`src/rtl/multdiv_pkg.sv`:
```
// -----------------------------------------------------------------------------
// multdiv_pkg
// Shared types and constants for the multicycle signed multiply/divide unit.
//   state_t  : sequencer states IDLE -> PREP -> RUN -> FIX -> DONE
//   op_t     : operation latched at the start edge
//   WIDTH    : operand/result width (only 32 supported)
//   CNT_W    : iteration counter width, log2(WIDTH)
//   INT_MIN  : most negative 32-bit value
//   mul_ovf  : does a sign-applied 64-bit magnitude product overflow 32 bits
// -----------------------------------------------------------------------------
package multdiv_pkg;

   localparam int          WIDTH   = 32;
   localparam int          CNT_W   = 5;
   localparam logic [31:0] INT_MIN = 32'h8000_0000;

   typedef enum logic [2:0] {
      IDLE = 3'd0,
      PREP = 3'd1,
      RUN  = 3'd2,
      FIX  = 3'd3,
      DONE = 3'd4
   } state_t;

   typedef enum logic {
      OP_MUL = 1'b0,
      OP_DIV = 1'b1
   } op_t;

   // A magnitude product fits a signed 32-bit result when its upper word is
   // zero and the lower word is at most 2^31-1 (positive) or 2^31 (negative).
   function automatic logic mul_ovf(input logic [31:0] hi,
                                    input logic [31:0] lo,
                                    input logic        neg);
      logic ovf;
      if (hi != 32'h0000_0000) begin
         ovf = 1'b1;
      end else if (neg == 1'b0) begin
         ovf = lo[31];
      end else begin
         ovf = lo[31] & (lo != INT_MIN);
      end
      return ovf;
   endfunction

endpackage

```
`src/rtl/multdiv_sequencer_negate32.sv`:
```
// -----------------------------------------------------------------------------
// negate32
// Two's complement negation on the ALU inverter: dout = ~din + 1.
//   din   in  32  value to negate
//   dout  out 32  negated value (0x80000000 maps onto itself)
// -----------------------------------------------------------------------------
module negate32 (
   input  logic [31:0] din,
   output logic [31:0] dout
);

   assign dout = ~din + 32'd1;

endmodule

```
`src/rtl/multdiv_sequencer.sv`:
```
// -----------------------------------------------------------------------------
// multdiv_sequencer
// Multicycle signed 32-bit multiply/divide unit for the execute stage. One
// shared 33-bit add/subtract datapath is stepped 32 times: shift-add for
// multiply, restoring subtract for divide. Operands become magnitudes in PREP,
// the sign is re-applied and the exception evaluated in FIX.
//
// Ports
//   clock           in   1   rising-edge clock
//   reset_n         in   1   asynchronous active-low reset (aborts any op)
//   ctrl_MULT       in   1   start pulse, signed A*B (wins over ctrl_DIV)
//   ctrl_DIV        in   1   start pulse, signed A/B (truncating)
//   data_operandA   in   32  operand A, sampled on the start edge only
//   data_operandB   in   32  operand B, sampled on the start edge only
//   data_result     out  32  low product word or quotient
//   data_exception  out  1   overflow / divide-by-zero, valid with RDY
//   data_resultRDY  out  1   one-cycle completion pulse
//   busy            out  1   high from the start edge until the RDY cycle ends
//
// Latency: start on edge E, RDY rises on E+34 and falls with busy on E+35.
//
// Build option: MULTDIV_FAST_ZERO_EN -- multiply with a zero operand or divide
// by zero skips the iteration and raises RDY on E+1.
// -----------------------------------------------------------------------------
module multdiv_sequencer
   import multdiv_pkg::*;
(
   input  logic        clock,
   input  logic        reset_n,
   input  logic        ctrl_MULT,
   input  logic        ctrl_DIV,
   input  logic [31:0] data_operandA,
   input  logic [31:0] data_operandB,
   output logic [31:0] data_result,
   output logic        data_exception,
   output logic        data_resultRDY,
   output logic        busy
);

   state_t             state_r;
   state_t             state_s;
   op_t                op_r;
   logic               sign_r;
   logic [CNT_W-1:0]   cnt_r;
   logic [31:0]        hi_r;       // upper product word / partial remainder
   logic [31:0]        lo_r;       // operand A, then lower product word / quotient
   logic [31:0]        b_r;        // operand B, then |B|
   logic [31:0]        result_r;
   logic               exc_r;
   logic               rdy_r;
   logic               busy_r;

   logic               start_s;
   logic               fast_s;
   logic               fast_exc_s;
   logic [31:0]        neg_a_s;
   logic [31:0]        neg2_in_s;
   logic [31:0]        neg2_s;
   logic [31:0]        abs_a_s;
   logic [31:0]        abs_b_s;
   logic [31:0]        fix_val_s;
   logic [31:0]        add_a_s;
   logic [31:0]        add_b_s;
   logic               cin_s;
   logic [32:0]        sum_s;
   logic [31:0]        hi_next_s;
   logic [31:0]        lo_next_s;
   logic [31:0]        fix_res_s;
   logic               fix_exc_s;

   assign start_s    = ctrl_MULT | ctrl_DIV;
   assign fast_exc_s = ~ctrl_MULT;

`ifdef MULTDIV_FAST_ZERO_EN
   assign fast_s = ctrl_MULT ? ((data_operandA == 32'h0000_0000) ||
                                (data_operandB == 32'h0000_0000))
                             : (ctrl_DIV && (data_operandB == 32'h0000_0000));
`else
   assign fast_s = 1'b0;
`endif

   // First negator: |A| in PREP (lo_r still holds raw A there).
   negate32 u_neg_prep (
      .din  (lo_r),
      .dout (neg_a_s)
   );

   // Second negator is shared: |B| in PREP, sign application in FIX.
   assign neg2_in_s = (state_r == FIX) ? lo_r : b_r;

   negate32 u_neg_fix (
      .din  (neg2_in_s),
      .dout (neg2_s)
   );

   assign abs_a_s   = lo_r[31] ? neg_a_s : lo_r;
   assign abs_b_s   = b_r[31]  ? neg2_s  : b_r;
   assign fix_val_s = sign_r   ? neg2_s  : lo_r;

   // Shared adder operand selection: add |B| for multiply, subtract |B| for divide.
   always_comb begin
      add_a_s = hi_r;
      add_b_s = 32'h0000_0000;
      cin_s   = 1'b0;
      if (op_r == OP_DIV) begin
         add_a_s = {hi_r[30:0], lo_r[31]};
         add_b_s = ~b_r;
         cin_s   = 1'b1;
      end else begin
         add_a_s = hi_r;
         add_b_s = lo_r[0] ? b_r : 32'h0000_0000;
         cin_s   = 1'b0;
      end
   end

   assign sum_s = {1'b0, add_a_s} + {1'b0, add_b_s} + {32'h0000_0000, cin_s};

   // One iteration: multiply shifts {carry,sum,lo} right; divide keeps the
   // trial difference when it did not borrow and shifts the quotient bit in.
   always_comb begin
      hi_next_s = hi_r;
      lo_next_s = lo_r;
      if (op_r == OP_DIV) begin
         hi_next_s = sum_s[32] ? sum_s[31:0] : add_a_s;
         lo_next_s = {lo_r[30:0], sum_s[32]};
      end else begin
         hi_next_s = sum_s[32:1];
         lo_next_s = {sum_s[0], lo_r[31:1]};
      end
   end

   // Final result and exception from the magnitude registers and recorded sign.
   always_comb begin
      fix_res_s = fix_val_s;
      fix_exc_s = 1'b0;
      if (op_r == OP_DIV) begin
         if (b_r == 32'h0000_0000) begin
            fix_res_s = 32'h0000_0000;
            fix_exc_s = 1'b1;
         end else begin
            // Only INT_MIN / -1 yields a positive 2^31 quotient.
            fix_res_s = fix_val_s;
            fix_exc_s = ~sign_r & lo_r[31];
         end
      end else begin
         fix_res_s = fix_val_s;
         fix_exc_s = mul_ovf(hi_r, lo_r, sign_r);
      end
   end

   // Sequencer state register.
   always_ff @(posedge clock or negedge reset_n) begin
      if (!reset_n) begin
         state_r <= IDLE;
      end else begin
         state_r <= state_s;
      end
   end

   // Next-state logic; DONE lasts until its single RDY cycle has been issued.
   always_comb begin
      state_s = state_r;
      case (state_r)
         IDLE: begin
            if (start_s) begin
               state_s = fast_s ? DONE : PREP;
            end else begin
               state_s = IDLE;
            end
         end
         PREP: state_s = RUN;
         RUN: begin
            if (cnt_r == {CNT_W{1'b1}}) begin
               state_s = FIX;
            end else begin
               state_s = RUN;
            end
         end
         FIX:  state_s = DONE;
         DONE: begin
            if (rdy_r) begin
               state_s = IDLE;
            end else begin
               state_s = DONE;
            end
         end
         default: state_s = IDLE;
      endcase
   end

   // Datapath and registered outputs, advanced according to the current state.
   always_ff @(posedge clock or negedge reset_n) begin
      if (!reset_n) begin
         op_r     <= OP_MUL;
         sign_r   <= 1'b0;
         cnt_r    <= {CNT_W{1'b0}};
         hi_r     <= 32'h0000_0000;
         lo_r     <= 32'h0000_0000;
         b_r      <= 32'h0000_0000;
         result_r <= 32'h0000_0000;
         exc_r    <= 1'b0;
         rdy_r    <= 1'b0;
         busy_r   <= 1'b0;
      end else begin
         case (state_r)
            IDLE: begin
               if (start_s) begin
                  op_r   <= ctrl_MULT ? OP_MUL : OP_DIV;
                  sign_r <= data_operandA[31] ^ data_operandB[31];
                  lo_r   <= data_operandA;
                  b_r    <= data_operandB;
                  hi_r   <= 32'h0000_0000;
                  cnt_r  <= {CNT_W{1'b0}};
                  busy_r <= 1'b1;
                  if (fast_s) begin
                     result_r <= 32'h0000_0000;
                     exc_r    <= fast_exc_s;
                  end
               end
            end
            PREP: begin
               lo_r  <= abs_a_s;
               b_r   <= abs_b_s;
               hi_r  <= 32'h0000_0000;
               cnt_r <= {CNT_W{1'b0}};
            end
            RUN: begin
               hi_r  <= hi_next_s;
               lo_r  <= lo_next_s;
               cnt_r <= cnt_r + 5'd1;
            end
            FIX: begin
               result_r <= fix_res_s;
               exc_r    <= fix_exc_s;
               rdy_r    <= 1'b1;
            end
            DONE: begin
               if (rdy_r) begin
                  rdy_r  <= 1'b0;
                  busy_r <= 1'b0;
                  exc_r  <= 1'b0;
               end else begin
                  // Early-completion path enters DONE without RDY raised yet.
                  rdy_r  <= 1'b1;
               end
            end
            default: begin
               rdy_r  <= 1'b0;
               busy_r <= 1'b0;
            end
         endcase
      end
   end

   assign data_result    = result_r;
   assign data_exception = exc_r;
   assign data_resultRDY = rdy_r;
   assign busy           = busy_r;

endmodule

```
`config.mk`:
```
export PLATFORM = sky130hd
export DESIGN_NAME = multdiv_sequencer
export DESIGN_NICKNAME = d
export VERILOG_FILES = /design/src/rtl/multdiv_pkg.sv /design/src/rtl/multdiv_sequencer_negate32.sv /design/src/rtl/multdiv_sequencer.sv
export SDC_FILE = /design/constraint.sdc
export NUM_CORES = 1
export LEC_CHECK = 0
export BUFFER_PORTS_ARGS = -buffer_cell sky130_fd_sc_hd__buf_2
export CAP_MARGIN = 15
export CORE_MARGIN = 2
export CORE_UTILIZATION = 35
export CTS_CLUSTER_SIZE = 28
export DETAILED_ROUTE_END_ITERATION = 8
export SETUP_SLACK_MARGIN = 0.15
export SLEW_MARGIN = 10
export SYNTH_ARGS = -nofsm -noshare
export SYNTH_HDL_FRONTEND = slang
export SYNTH_HIERARCHICAL = 1
export SYNTH_SLANG_ARGS = --single-unit
```
`constraint.sdc`:
```
create_clock -name clock -period 6.3 [get_ports clock]
set_input_delay 1.26 -clock clock [delete_from_list [all_inputs] [get_ports clock]]
set_output_delay 1.26 -clock clock [all_outputs]
set_load 0.03 [all_outputs]
```
Word level (Yosys, flattened, before mapping)
Cells that the tools add are included.

Add/subtract/negate cells: 5. Equal/unequal tests: 10. Mux-type cells: 36. Bitwise gates (word level): 9. Reductions and logical operators: 15.

Operator list (number): two-way mux 32 bit (15); case mux 32 bit (3 select lines) (2); inverter 32 bit (3); adder 32 x 1 -> 32 bit (second input constant) (2); case mux 32 bit (2 select lines) (1); adder 32 x 32 -> 33 bit (1); adder 33 x 1 -> 33 bit (1); logical NOT 32 bit (1); != test 32 bit (second input constant) (1); nonzero test 32 bit (1); case mux 3 bit (5 select lines) (1); case mux 5 bit (3 select lines) (1); two-way mux 1 bit (11); AND reduction 3 bit (3); != test 2 bit (second input constant) (4); AND reduction 2 bit (4); equality test 3 x 2 -> 1 bit (second input constant) (2); case mux 1 bit (3 select lines) (2); OR reduction 3 bit (2); adder 5 x 1 -> 5 bit (second input constant) (1); equality test 5 bit (second input constant) (1); two-way mux 5 bit (1); nonzero test 2 bit (2); equality test 3 x 1 -> 1 bit (second input constant) (1); 9 further kinds (11).

Bits in registers: 141. Output and inout bits: 35.

Depth between registers and ports, before layout
Depth after elaboration: 7. Gate-level depth with buffers: 18. Depth with buffers taken out: 13.

By module
Netlist, hierarchy kept.

Modules (own cells, without submodules): multdiv_sequencer (times used 1, cells an instance 1154, area an instance 10005.8 µm²); negate32 (times used 2, cells an instance 83, area an instance 636.9 µm²).

Worst setup path before layout
No wires, ideal clock.

Kind: register to register. Start point: reg op_r. End point: reg hi_r[25]. Cell stages (with the launch flop): 16. Arrival time: 4.553 ns. Required time: 6.174 ns. Path buffers: 4. Period minus slack after synthesis: 4.679 ns. Setup slack: 1.621 ns. Cells stage by stage: dfrtp_1 -> buf_1 -> clkbuf_1 -> clkbuf_1 -> mux2_2 -> fa_1 -> fa_1 -> a211oi_1 -> o211ai_1 -> a21o_2 -> a311o_1 -> a311oi_2 -> buf_6 -> mux2i_1 -> nor2_1 -> a221o_1.

Word-level cells in the longest chain between the ends: 6. Elaborated cells on any way between the ends: 8. Classes of those cells: add/sub (2); mux (6).

Ends and longest elaborated chain: start: declaration (RTL line multdiv_sequencer.sv:42) `op_t op_r;`; start signal: assignment (RTL line multdiv_sequencer.sv:208) `op_r <= ctrl_MULT ? OP_MUL : OP_DIV;`; two-way mux 32 bit (RTL line multdiv_sequencer.sv:105) `if (op_r == OP_DIV) begin`; adder 32 x 32 -> 33 bit (RTL line multdiv_sequencer.sv:116) `assign sum_s = {1'b0, add_a_s} + {1'b0, add_b_s} + {32'h0000_0000, cin_s};`; adder 33 x 1 -> 33 bit (RTL line multdiv_sequencer.sv:116); two-way mux 32 bit (RTL line multdiv_sequencer.sv:124) `hi_next_s = sum_s[32] ? sum_s[31:0] : add_a_s;`; two-way mux 32 bit * (RTL line multdiv_sequencer.sv:123) `if (op_r == OP_DIV) begin`; case mux 32 bit (3 select lines) * (RTL line multdiv_sequencer.sv:205) `case (state_r)`; end signal: assignment (RTL line multdiv_sequencer.sv:228) `hi_r <= hi_next_s;`; end: declaration (RTL line multdiv_sequencer.sv:45) `logic [31:0] hi_r;`.

Every way passes the cells marked *; elsewhere a longest branch is shown, timed or not. A chain may end at the register's enable or synchronous reset.

Worst setup path in the final report
Same ends and word-level chain as after synthesis.

==> results <==
- The top-level I/O count is 103.
- The final setup skew is 13.8 ps.
- The final number of max-transition violations is 0.
- For this configuration, the core starts out at a cell density of 35.7%.
- STA classifies the critical path endpoint as a flip-flop.
- The remaining global-route overflow is 0.
- The total of endpoints with negative setup slack in the final report is 0.
- The filler-free cell count of the finished design is 1788.
- The area of the multi-input gates is 7350 um^2.
- The pin count of the biggest net entering global routing is 113.
- The number of antenna diodes in the final layout is 0.
- Input and output buffers added on the ports amount to around 100.
- Setup repair after global routing left no endpoint under its margin.
- The endpoint of the worst-slack reg-to-reg timing path is hi_r[25]$_DFFE_PN0P_.
- The number of max-cap violations is 0.
- The total power after layout is 8.35 mW.
- After technology mapping, the gate count stands at approximately 1300.
- The width of the chip is 184 um.
- Dividing total power by cell area gives a power density of 657 nW/um^2.
- TritonCTS built the clock tree.
- The transition time at the pin with the least slew margin is 1120 ps.
- The number of setup buffers added after CTS is 0.
- The via count of the first global-routing pass is approximately 10000.
- The clock transition at the register clock pins on the worst setup and hold paths after CTS is around 70 ps.
- The worst pin sits at a relative slew slack of 25.2%.
- The area of the core is 31600 um^2.
- The worst setup path is launched from a flip-flop.
- For hold timing, the worst endpoint is data_result[4]$_DFFE_PN0P_.
- After synthesis the netlist holds a flip-flop and latch count of about 140.
- Wires add up to 35.8 mm.
- The worst register-to-register path begins at op_r$_DFFE_PN0P_.
- The number of hold-repair buffers added at the cts stage is 0.
- The DRC violation count after routing is 0.
- STA puts the critical path data arrival time at 5150 ps.
- The deepest clock path buffer count is 2.
- The area added between synthesis and finish is 12.8%.
- In this run, the number of DRC markers left after iteration 0 of detailed routing was 794.
- The startpoint identified for the worst hold timing path is data_result[4]$_DFFE_PN0P_.
- The final layout contains 1479 nets.
- The worst hold path passes through 2 cells.
- The first-pass GRT wire length is 57.9 mm.
- The analysis attributes to cell leakage a power of 5.67 nW.
- The initial antenna violation count is 1.
- For this block, the via count after detailed routing is a little over 10000.
- The run finished with clean final reports.
- The clock sink total is 141.
- The cell count after placement is 1754.
- Detailed placement finished with a half-perimeter wire length of 25.5 mm.
- CTS built an H-tree with a depth of 4.
- For this run, the number of Yosys warnings is 6.
- The cell area that synthesis handed to floorplanning was between 10000 and 15000 um^2.
- The number of nets produced by synthesis is between 1000 and 1500.
- The path class of the tightest hold or removal check is reg -> reg.
- The mean cell area of the mapped netlist is 8.55 um^2.
- The clock insertion delay at the later pin of the skew report is 430 ps.
- Across all register-to-register paths, the minimum setup slack is 1480 ps.
- In this run the remaining antenna-violating nets after routing total 0.
- Based on the critical path, the design can be clocked at up to 207 MHz.
- The netlist uses slightly below 70 different library cells.
- The initialized floorplan defines 65 standard-cell rows.
- The number of enable flip-flop cells after synthesis is 0.
- The final setup TNS is 0 ps.
- The total CTS buffers is 17.
- The worst path needs 4820 ps of the cycle, external delays included.
- The portion of the clock cycle consumed by the worst path in the final layout is around 77%.
- The data required time at the worst endpoint is between 6000 and 7000 ps.
- The total of fill cells in the finished design is 3147.
- In the final routed layout, each cell accounts on average for 20.0 um.
- The area used by sequential logic in the layout is around 3500 um^2.
- In the synthesized netlist the async set-or-reset flop fraction comes to 100%.
- The sequential share of the synthesized area is 31.3%.
- The floorplan step defined a die boundary enclosing about 34000 um^2.
- In this run the clock root is driven by a sky130_fd_sc_hd__clkbuf_16.
- Across the VDD grid, the largest voltage drop is 258 uV.
- The overall routing resource usage is between 20% and 30%.
- From bottom edge to top edge, the die measures 184 um.
- The fraction of final layout cells with drive strength greater than 1 is 17.8%.
- The critical path is of the reg -> reg type.
- In the routed layout, each cell is associated on average with a via count of 5.80.
- The most used flip-flop cell after synthesis is sky130_fd_sc_hd__dfrtp_1.
- The final-report hold violation count is 0.
- The weighted congestion at the end of routability-driven global placement is roughly 0.93.
- Once the clock tree was built, the resizer swapped 0 gates to a different size.
- The largest fanout of any net on the critical path is 58.
- The count of cells along the worst register-to-register path is 12.
- The first detailed-routing pass ran for 6 iterations.
metal layers:
metal  global-route usage, %  share of wire, %  up-vias
met4                    4.67               1.3        0
met2                    34.4                46      322
met3                    2.97               5.6       29
met1                    31.2                47     5043
met5                       0                 0        -
li1                        -                 -     4985
state kept, by name, summed over array words and instances, names as in the netlist:
signal	flops
cnt_r	5
state_r	3
sign_r	1
data_exception	1
hi_r	32
data_result	32
data_resultRDY	1
b_r	32
busy	1
lo_r	32
op_r	1
where the power goes:
part	internal (mW)	switching, mW
combinational	1.98	3.27
sequential	1.34	0.721
clock	0.618	0.426
cells in the mapped netlist, types with 4 or more instances:
| cell type | count | area (um^2) |
|---|---|---|
| sky130_fd_sc_hd__a221oi_1 | 32 | 280 |
| sky130_fd_sc_hd__ha_1 | 36 | 450 |
| sky130_fd_sc_hd__a21o_1 | 14 | 105 |
| sky130_fd_sc_hd__inv_1 | 16 | 60.1 |
| sky130_fd_sc_hd__and2_1 | 5 | 31.3 |
| sky130_fd_sc_hd__or4_1 | 5 | 37.5 |
| sky130_fd_sc_hd__or3_1 | 11 | 68.8 |
| sky130_fd_sc_hd__buf_6 | 6 | 67.6 |
| sky130_fd_sc_hd__buf_2 | 5 | 25.0 |
| sky130_fd_sc_hd__buf_1 | 7 | 26.3 |
| sky130_fd_sc_hd__clkbuf_1 | 62 | 233 |
| sky130_fd_sc_hd__a211oi_1 | 6 | 45.0 |
| sky130_fd_sc_hd__o21ai_0 | 129 | 646 |
| sky130_fd_sc_hd__nand3_1 | 15 | 75.1 |
| sky130_fd_sc_hd__a22o_1 | 4 | 35.0 |
| sky130_fd_sc_hd__nor2_1 | 75 | 282 |
| sky130_fd_sc_hd__nand2_1 | 216 | 811 |
| sky130_fd_sc_hd__xor2_1 | 23 | 201 |
| sky130_fd_sc_hd__a22oi_1 | 56 | 420 |
| sky130_fd_sc_hd__o211ai_1 | 4 | 30.0 |
| sky130_fd_sc_hd__mux2_2 | 64 | 721 |
| sky130_fd_sc_hd__mux2i_1 | 87 | 871 |
| sky130_fd_sc_hd__o21ai_1 | 23 | 115 |
| sky130_fd_sc_hd__nand4_1 | 11 | 68.8 |
| sky130_fd_sc_hd__nand4_2 | 4 | 50.1 |
| sky130_fd_sc_hd__a31oi_1 | 4 | 25.0 |
| sky130_fd_sc_hd__a21oi_1 | 43 | 215 |
| sky130_fd_sc_hd__xnor2_1 | 66 | 578 |
| sky130_fd_sc_hd__dfrtp_1 | 141 | 3530 |
| sky130_fd_sc_hd__o221ai_1 | 4 | 35.0 |
| sky130_fd_sc_hd__nor4_1 | 40 | 250 |
| sky130_fd_sc_hd__and3_1 | 6 | 37.5 |
| sky130_fd_sc_hd__nor2b_1 | 5 | 31.3 |
| sky130_fd_sc_hd__o31ai_1 | 7 | 52.6 |
| sky130_fd_sc_hd__nor4_2 | 8 | 100 |
| sky130_fd_sc_hd__nor3_1 | 29 | 145 |
per-stage QoR:
| step | instance area (um^2) | setup WS (ps) | hold slack (ps) | util (%) |
|---|---|---|---|---|
| global placement | 12100 | 1630 | 461 | 38.2 |
| CTS | 12700 | 1530 | 480 | 40.1 |
| floorplan | 11300 | 1620 | 473 | - |
| finish | 12700 | 1480 | 474 | 40.2 |
| global route | 12700 | 1220 | 506 | 40.2 |
| detailed placement | 12100 | 1530 | 466 | 38.2 |
cell type report:
cell class	count	area share, %
clock buffer	20	3.67
timing repair buffer	118	5.22
clock inverter	12	1.06
inverter	17	0.502
multi-input combinational	1078	57.8
sequential	141	27.8
tap	402	3.95
cell families (layout without fill, tap and decap cells):
logic type,after synthesis,count (layout),synth area share [%]
mux,151,151,14.1
compound gates,355,355,20.2
buf+inv,101,167,3.99
xor+xnor,89,89,6.91
fa+ha+maj,38,38,4.35
simple gates,445,445,19.2
flops,141,141,31.3
cell usage in the layout (no fill, tap or decap), types with 4 or more instances in the layout:
cell type and n:
sky130_fd_sc_hd__nand2_1 216, sky130_fd_sc_hd__dfrtp_1 139, sky130_fd_sc_hd__o21ai_0 129, sky130_fd_sc_hd__buf_2 101, sky130_fd_sc_hd__mux2i_1 87, sky130_fd_sc_hd__nor2_1 71
sky130_fd_sc_hd__xnor2_1 66, sky130_fd_sc_hd__mux2_2 64, sky130_fd_sc_hd__a22oi_1 56, sky130_fd_sc_hd__a21oi_1 43, sky130_fd_sc_hd__nor4_1 40, sky130_fd_sc_hd__ha_1 36
sky130_fd_sc_hd__a221oi_1 32, sky130_fd_sc_hd__nor3_1 29, sky130_fd_sc_hd__o21ai_1 23, sky130_fd_sc_hd__xor2_1 23, sky130_fd_sc_hd__clkbuf_16 17, sky130_fd_sc_hd__inv_1 16
sky130_fd_sc_hd__nand3_1 15, sky130_fd_sc_hd__a21o_1 14, sky130_fd_sc_hd__buf_4 14, sky130_fd_sc_hd__nand4_1 11, sky130_fd_sc_hd__or3_1 11, sky130_fd_sc_hd__nor4_2 8
sky130_fd_sc_hd__and3_1 6, sky130_fd_sc_hd__o31ai_1 6, sky130_fd_sc_hd__a211oi_1 6, sky130_fd_sc_hd__and2_1 5, sky130_fd_sc_hd__or4_1 5, sky130_fd_sc_hd__a22o_1 4
sky130_fd_sc_hd__o211ai_1 4, sky130_fd_sc_hd__o221ai_1 4, sky130_fd_sc_hd__nor2b_1 4, sky130_fd_sc_hd__a31oi_1 4, sky130_fd_sc_hd__clkinv_4 4, sky130_fd_sc_hd__nand4_2 4
worst max path at each step:
stage                                 to  depth (start not counted)             start
detailed placement  hi_r[25]$_DFFE_PN0P_                         12  op_r$_DFFE_PN0P_
global placement    hi_r[25]$_DFFE_PN0P_                         12  op_r$_DFFE_PN0P_
finish              hi_r[25]$_DFFE_PN0P_                         12  op_r$_DFFE_PN0P_
CTS                 hi_r[25]$_DFFE_PN0P_                         13  op_r$_DFFE_PN0P_
floorplan           hi_r[25]$_DFFE_PN0P_                         15  op_r$_DFFE_PN0P_
global route        hi_r[25]$_DFFE_PN0P_                         13  op_r$_DFFE_PN0P_
critical path, cell delays in order, from the launching register on:
cell and delay (ps):
sky130_fd_sc_hd__dfrtp_4 600, sky130_fd_sc_hd__buf_4 710, sky130_fd_sc_hd__mux2_2 420, sky130_fd_sc_hd__ha_1 370, sky130_fd_sc_hd__a21oi_1 300, sky130_fd_sc_hd__o21ai_0 190, sky130_fd_sc_hd__a211o_1 320, sky130_fd_sc_hd__a311o_1 400
sky130_fd_sc_hd__a311oi_4 310, sky130_fd_sc_hd__buf_4 400, sky130_fd_sc_hd__mux2i_1 240, sky130_fd_sc_hd__nor2_1 60, sky130_fd_sc_hd__a221o_1 290
No activity file was read; power rests on OpenSTA's default activity.
